File: src/rtl/conv_relu_maxpool.sv
// conv_relu_maxpool
//   Streaming post-processing stage behind the convolver datapath. It keeps only
//   the conv results whose KERNEL_SIZE x KERNEL_SIZE window lies fully inside the
//   image, applies ReLU, and then 2x2/stride-2 max-pools the result.
//
//   Ports
//     clk        : single clock, rising edge
//     reset      : synchronous, active-low
//     write      : pixel write strobe, the same strobe the datapath sees
//     conv_in    : datapath add_result, signed, PIPE_LATENCY cycles behind write
//     pool_out   : pooled ReLU value, signed and always >= 0
//     pool_valid : one-cycle pulse; pool_out is valid in this cycle
//     frame_done : one-cycle pulse that comes with the last pooled value of a frame
module conv_relu_maxpool #(
  parameter int DATA_WIDTH   = 16,
  parameter int FRAC_BIT     = 8,
  parameter int KERNEL_SIZE  = 5,
  parameter int IMAGE_SIZE   = 28,
  parameter int PIPE_LATENCY = 2
) (
  input  logic                         clk,
  input  logic                         reset,
  input  logic                         write,
  input  logic signed [DATA_WIDTH-1:0] conv_in,
  output logic signed [DATA_WIDTH-1:0] pool_out,
  output logic                         pool_valid,
  output logic                         frame_done
);

  localparam int CONV_SIZE = IMAGE_SIZE - KERNEL_SIZE + 1;
  localparam int POOL_SIZE = CONV_SIZE / 2;
  localparam int CW        = $clog2(IMAGE_SIZE);
  localparam int PW        = (POOL_SIZE > 1) ? $clog2(POOL_SIZE) : 1;

  localparam logic [CW-1:0] KM1   = CW'(KERNEL_SIZE - 1);
  localparam logic [CW-1:0] IMAX  = CW'(IMAGE_SIZE - 1);
  // Only the even-sized part of the conv map is pooled. When CONV_SIZE is odd,
  // the last row and column fall outside this range.
  localparam logic [CW-1:0] CEVEN = CW'(2 * POOL_SIZE);
  localparam logic [CW-1:0] CLAST = CW'(2 * POOL_SIZE - 1);
  // Zero in Q(DATA_WIDTH-FRAC_BIT).FRAC_BIT. ReLU and max do not depend on the format.
  localparam logic signed [DATA_WIDTH-1:0] ZERO = DATA_WIDTH'(0) << FRAC_BIT;

  localparam logic [0:0] EVEN_COL = 1'b0;
  localparam logic [0:0] ODD_COL  = 1'b1;

  // Write strobe delayed to line up with conv_in. Gaps in write pass through unchanged.
  logic [PIPE_LATENCY-1:0] vld_pipe;
  logic                    w_d;

  logic [CW-1:0] row, col;
  logic signed [DATA_WIDTH-1:0] pair;
  logic signed [DATA_WIDTH-1:0] linebuf [POOL_SIZE];

  logic                         in_win, in_pool, last_pos;
  logic [CW-1:0]                cr, cc;
  logic [PW-1:0]                lb_idx;
  logic [0:0]                   col_state;
  logic signed [DATA_WIDTH-1:0] relu, pmax, lb_rd, qmax;

  assign w_d = vld_pipe[PIPE_LATENCY-1];

  always_comb begin
    in_win    = (row >= KM1) && (col >= KM1);
    cr        = row - KM1;
    cc        = col - KM1;
    in_pool   = in_win && (cr < CEVEN) && (cc < CEVEN);
    last_pos  = (cr == CLAST) && (cc == CLAST);
    col_state = cc[0] ? ODD_COL : EVEN_COL;
    lb_idx    = PW'(cc >> 1);
    relu      = (conv_in < ZERO) ? ZERO : conv_in;
    // Horizontal max of the two columns in the current row pair.
    pmax      = (relu > pair) ? relu : pair;
    lb_rd     = linebuf[lb_idx];
    // Vertical max against the horizontal max stored from the even row.
    qmax      = (lb_rd > pmax) ? lb_rd : pmax;
  end

  always_ff @(posedge clk) begin
    if (!reset) begin
      vld_pipe   <= '0;
      row        <= '0;
      col        <= '0;
      pair       <= '0;
      pool_out   <= '0;
      pool_valid <= 1'b0;
      frame_done <= 1'b0;
    end else begin
      vld_pipe   <= PIPE_LATENCY'({vld_pipe, write});
      pool_valid <= 1'b0;
      frame_done <= 1'b0;
      if (w_d) begin
        if (col == IMAX) begin
          col <= '0;
          row <= (row == IMAX) ? '0 : row + 1'b1;
        end else begin
          col <= col + 1'b1;
        end
        if (in_pool) begin
          if (col_state == EVEN_COL) begin
            pair <= relu;
          end else if (cr[0]) begin
            pool_out   <= qmax;
            pool_valid <= 1'b1;
            frame_done <= last_pos;
          end
        end
      end
    end
  end

  // Every entry is written on an even conv row before it is read on the
  // following odd row, so the buffer has no reset.
  always_ff @(posedge clk) begin
    if (reset && w_d && in_pool && (col_state == ODD_COL) && !cr[0])
      linebuf[lb_idx] <= pmax;
  end

endmodule

File: config.mk
export PLATFORM = sky130hd
export DESIGN_NAME = conv_relu_maxpool
export DESIGN_NICKNAME = d
export VERILOG_FILES = /design/src/rtl/conv_relu_maxpool.sv
export SDC_FILE = /design/constraint.sdc
export NUM_CORES = 1
export LEC_CHECK = 0
export ABC_AREA = 0
export BUFFER_PORTS_ARGS = -buffer_cell sky130_fd_sc_hd__buf_4
export CAP_MARGIN = 20
export CORE_MARGIN = 3
export CORE_UTILIZATION = 50
export CTS_CLUSTER_SIZE = 8
export DETAILED_ROUTE_END_ITERATION = 8
export PLACE_DENSITY = 0.67
export SYNTH_ARGS = -nofsm -noshare
export SYNTH_HDL_FRONTEND = slang
export SYNTH_SLANG_ARGS = --single-unit
export TNS_END_PERCENT = 1
File: constraint.sdc
create_clock -name clk -period 15.9 [get_ports clk]
set_input_delay 0.795 -clock clk [delete_from_list [all_inputs] [get_ports clk]]
set_output_delay 0.795 -clock clk [all_outputs]
set_load 0.02 [all_outputs]
---- Word level (Yosys, flattened, before mapping) ----
Memory sizes are Yosys's and may differ from the RTL's.
Index checks and enable logic that the tools add are counted.
storage, ports and cells
  flip-flop bits (word level) ............. 46
  memories ................................ 1
  bits in writable memories ............... 192
  output and inout port bits .............. 18
  word-level logic and storage cells ...... 47
  bits of input ports ..................... 19
cells by class
  bitwise gates (word level) .............. 1
  equality and inequality tests ........... 4
  reductions and logical operators ........ 14
  multiplexer cells ....................... 9
  order comparisons ....................... 7
  add/sub/neg operators ................... 4
memories
  name     depth  width  rd ports  clocked after Yosys merged registers in  write ports  line  RTL
  linebuf  12     16     1         0                                        1            53    logic signed [DATA_WIDTH-1:0] linebuf [POOL_SIZE];
operators with widths
  operator                                                                              count
  16-bit two-way mux                                                                    3
  16-bit greater-than comparator                                                        2
  5-bit equality test (second input constant)                                           4
  16-bit by 1-bit less-than comparator with 1-bit output (second input constant)        1
  5-bit by 1-bit adder with 5-bit output (second input constant)                        2
  5-bit by 3-bit greater-or-equal comparator with 1-bit output (second input constant)  2
  5-bit less-than comparator (second input constant)                                    2
  5-bit two-way mux                                                                     2
  5-bit by 3-bit subtractor with 5-bit output (second input constant)                   2
  1-bit logical AND                                                                     8
  4-bit AND reduction                                                                   2
  5-bit AND reduction                                                                   1
  1-bit two-way mux                                                                     4
  3-bit AND reduction                                                                   1
  2-bit AND reduction                                                                   1
  1-bit logical NOT                                                                     1
  1-bit inverter                                                                        1

---- Longest topological paths before layout ----
  depth in word-level cells ............... 9
  gate-level depth with buffers ........... 24
  mapped depth without buffers ............ 19

---- Worst setup path before layout ----
Ideal clock, no wire load.
  kind .................................... input-to-reg
  start point ............................. in conv_in[15]
  end point ............................... reg pool_out[10]
  library setup time ...................... 0.122 ns
  data arrival time ....................... 5.408 ns
  stages on the path ...................... 23
  slack ................................... 10.370 ns
  data required time ...................... 15.778 ns
  buffers on the path ..................... 5
  cell sequence ........................... clkbuf_1 nor2b_1 ha_1 nand3_1 nor3_1 nand3_1 a2111o_1 and2_1 clkbuf_1 buf_2 o21ai_0 inv_1 ha_1 a21o_1 a21o_1 a211o_1 o2111ai_1 a32o_1 a31oi_2 or2_1 buf_6 buf_6 a311o_1
between the ends
  longest elaborated chain between the ends .. 6
ends and longest elaborated chain
  item                                                    line  RTL
  start: declaration                                      24    input logic signed [DATA_WIDTH-1:0] conv_in,
  16-bit by 1-bit less-than comparator with 1-bit output  71    relu = (conv_in < ZERO) ? ZERO : conv_in;
  16-bit two-way mux                                      71
  net relu[13]                                            59    logic signed [DATA_WIDTH-1:0] relu, pmax, lb_rd, qmax;
  16-bit greater-than comparator                          73    pmax = (relu > pair) ? relu : pair;
  16-bit two-way mux                                      73
  net pmax[8]                                             59
  16-bit greater-than comparator                          76    qmax = (lb_rd > pmax) ? lb_rd : pmax;
  16-bit two-way mux                                      76
  end signal: assignment                                  103   pool_out <= qmax;
  end: declaration                                        25    output logic signed [DATA_WIDTH-1:0] pool_out,
The timed path passes the listed nets, and every way through them passes these cells.
A chain may end at the register's enable or synchronous reset.

---- Final worst setup path ----
  start point ............................. in conv_in[15]
  end point ............................... reg pool_out[9]
between the ends
  longest elaborated chain between the ends .. 6
ends and longest elaborated chain
  item                                                        line
  16-bit by 1-bit less-than comparator with 1-bit output (*)  71
  16-bit two-way mux (*)                                      71
  net relu[14]                                                59
  16-bit greater-than comparator                              73
  16-bit two-way mux (*)                                      73
  16-bit greater-than comparator                              76
  16-bit two-way mux (*)                                      76
Mark *: on every way through the listed nets, which the timed path passes. The rest lies on a longest branch.

==> impl_metrics.ini <==
[drt]
wl_mm = 22.5
wl_per_cell_um = 21.9
vias_per_cell = 5.87
route.detailed.drc = 0
ant_nets = 0
num_vias = 6018
drt_iter0_markers = 579
dr.pass1.iters = 5

[job]
cap_violations = 0

[setup_path]
critPathTopFamily = simple AND/OR/NAND/NOR gates
rrSetupSlack_ps = 10370
critPathSlowestCell = o211ai_1
end_kind = flip-flop
timing.rr.start = pair[14]
r2r_end = pool_out[9]
worst-setup-path-type = primary input to flip-flop
slowest_delay_ps = 780
critPathMaxFanout = 17
reg2reg_depth = 17
cp_data_required_time_ps = 16380
crit_buf_inv = 1
path_depth = 18
path_cells = buf_4 -> nor2b_1 -> ha_1 -> nand3_1 -> nor3_1 -> nand3_1 -> o211ai_1 -> and2_1 -> mux2i_1 -> ha_1 -> a21o_1 -> a21o_1 -> a21oi_1 -> or3_1 -> a32o_1 -> a31oi_2 -> or2_1 -> a311o_1
cp-start-kind = primary input
arrival_ps = 6210

[placement]
dp_cells = 968
port_buffers = 35
gp_congestion = 0.967
place_ws_ps = 9750
dp_hpwl_mm = 14.1

[hold_path]
hold_start = vld_pipe[0]
hold_class = flip-flop to flip-flop
min_path_cells = 1
hold_end = vld_pipe[1]

[timing]
rsz0062_at_grt = no
worst_slack_ps = 10170
setup_tns_ps = 0
worst_pin_slew_ps = 946
timing.hold.ws_ps = 435
finalSetupViolCount = 0
relSlewSlack = 0.367
clock_skew_ps = 17.8
period_share = 0.360
fin_crit_ps = 5730
hold_viol_final = 0
clock.fmax_mhz = 175
slew_viol_final = 0

[finish]
layoutNonFillerInstCount = 1026
area_growth_pct = 15.2
layout-drive-gt1-share = 0.196
fin_nets = 791
antenna_cells = 0

[global_routing]
grt_max_degree = 53
gr-total-overflow = 0
grt.total_usage = 0.211
grt_pass1_vias = 6123
antenna_found_initial = 0
grt_pass1_wl_mm = 35.2

[power_and_ir_drop]
p_leak_nw = 3.88
totalPowerFinal_w = 0.00128
vdd_drop_max_mv = 0.0965
cellPowerDensity_mw_per_mm2 = 111

[yosys]
synthAdderAreaFrac = 0.0452
post_synth.cell_area_avg_um2 = 14.6
synth_compound_gate_area_share = 0.0602
muxShareOfSynthArea = 0.135
yosys_register_bits = 224
netlist_instances = 682
yosysSeqAreaShare = 0.630
syn-num-nets = 737
synth_top_family_by_area = multiplexers
synth_edf_count = 180
yosysWarningCount = 0
async_flop_share = 0
mappedNetlistArea_mm2 = 0.00997
synth-simple-area-share = 0.0935
synth.distinct_cells = 56
synthFlopType = edfxtp_1
synth-xor-area-share = 0.00615

[clock_tree]
cts_resized = 0
postCtsHoldBufs = 0
cts_setup_buffers = 0
cts_made_buffers = 31
cts-root-buf = clkbuf_16
cts.sinks = 224
insertion_delay_ps = 540
clk_pin_slew_ps = 50
cts_tree = built
cts_buffer_depth = 3
h-tree-depth = 1

[status]
status = finished clean

[floorplanning]
start_util = 0.511
core.rowCount = 51
die-area_mm2 = 0.0217
die_w_um = 147
die_y_um = 147
io_pins = 37
core_mm2 = 0.0195
-- stage by stage --
stage,area [um2],util
final,11500,0.589
after global routing,11500,0.589
after CTS,11500,0.589
after detailed placement,10600,0.543
after global placement,10600,0.543
after floorplan,9970,-
-- cell type report --
cell class / instances / area [um2]
repair buffers: 58 / 435
flip-flops and latches: 224 / 6290
inverters: 33 / 124
fillers: 1548 / 8030
well taps: 265 / 332
clock buffers: 57 / 873
multi-input cells: 388 / 3430
clock inverters: 1 / 8.76
-- worst max path at each step --
stage / startpoint / endpoint / slack, ps
after global routing: conv_in[15] / pool_out[7] / 9730
final: conv_in[15] / pool_out[9] / 10170
after global placement: conv_in[15] / pool_out[12] / 10000
after CTS: conv_in[15] / pool_out[9] / 10320
after detailed placement: conv_in[15] / pool_out[9] / 9750
after floorplan: conv_in[15] / pool_out[10] / 10370
-- power by group --
| part | total (W) | leakage (nW) | switching [W] | internal (W) |
|---|---|---|---|---|
| Sequential | 0.000637 | 2.00 | 0.000000827 | 0.000636 |
| Clock | 0.000591 | 0.417 | 0.000227 | 0.000363 |
| Combinational | 0.0000475 | 1.46 | 0.0000311 | 0.0000164 |
| Total | 0.00128 | 3.88 | 0.000259 | 0.00102 |
-- worst register-to-register path: cells and delay by family, from the launching register on --
| kind | cells | cell delay [ps] |
|---|---|---|
| AO/OA/AOI/OAI | 7 | 2170 |
| AND/OR/NAND/NOR | 6 | 2000 |
| adder cells (fa/ha/maj) | 2 | 510 |
| multiplexers | 1 | 430 |
| flip-flops | 1 | 330 |
| buffers and inverters | 1 | 60 |
-- synth_stat cells, types with 17 or more instances --
cell,count,share of area
nor2_1,23,0.0087
edfxtp_1,180,0.54
dfxtp_1,44,0.088
ha_1,36,0.045
clkbuf_1,25,0.0094
nor4_1,17,0.011
mux2i_1,33,0.033
mux4_2,44,0.099
inv_1,32,0.012
o21ai_0,34,0.017
a21oi_1,20,0.010
nand2_1,35,0.013
nor2b_1,32,0.020
-- state kept, by name, summed over array words and instances (netlist names) --
name and count:
row 5, linebuf 180, pool_valid 1, frame_done 1, pair 15, col 5, vld_pipe 2, pool_out 15
-- placed cells by master, fill, tap and decap left out, types with 2 or more instances in the layout --
master / Yosys / final
a211oi_1: 9 / 9
a21boi_0: 2 / 2
a21o_1: 6 / 6
a21oi_1: 20 / 20
a311o_1: 7 / 7
and2_1: 10 / 10
and3_1: 9 / 9
buf_4: 1 / 58
clkbuf_1: 25 / 26
clkbuf_16: 0 / 31
dfxtp_1: 44 / 42
edfxtp_1: 180 / 180
ha_1: 36 / 36
inv_1: 32 / 32
mux2_2: 2 / 2
mux2i_1: 33 / 33
mux4_2: 44 / 44
nand2_1: 35 / 35
nand2b_1: 2 / 2
nand3_1: 15 / 15
nand3b_1: 2 / 2
nand4_1: 5 / 5
nor2_1: 23 / 23
nor2b_1: 32 / 32
nor3_1: 10 / 6
nor3_2: 0 / 4
nor3b_1: 3 / 3
nor4_1: 17 / 17
o2111ai_1: 2 / 2
o21ai_0: 34 / 34
or3_1: 2 / 2
xnor2_1: 6 / 6
-- routing by layer --
metal	GRT usage	part of all wire
met2	0.335	0.47
met1	0.313	0.45
met4	0.0503	0.022
met3	0.0284	0.055
met5	0	0
-- cell families after synthesis --
kind of cell,after synthesis
adders and majority gates,36
DFF,224
xor gates and xnor gates,7
other,1
muxes,79
buffers and inverters,70
and+or+nand+nor,173
AOI/OAI and AO/OA,92
(Power assumes the default switching activity.)
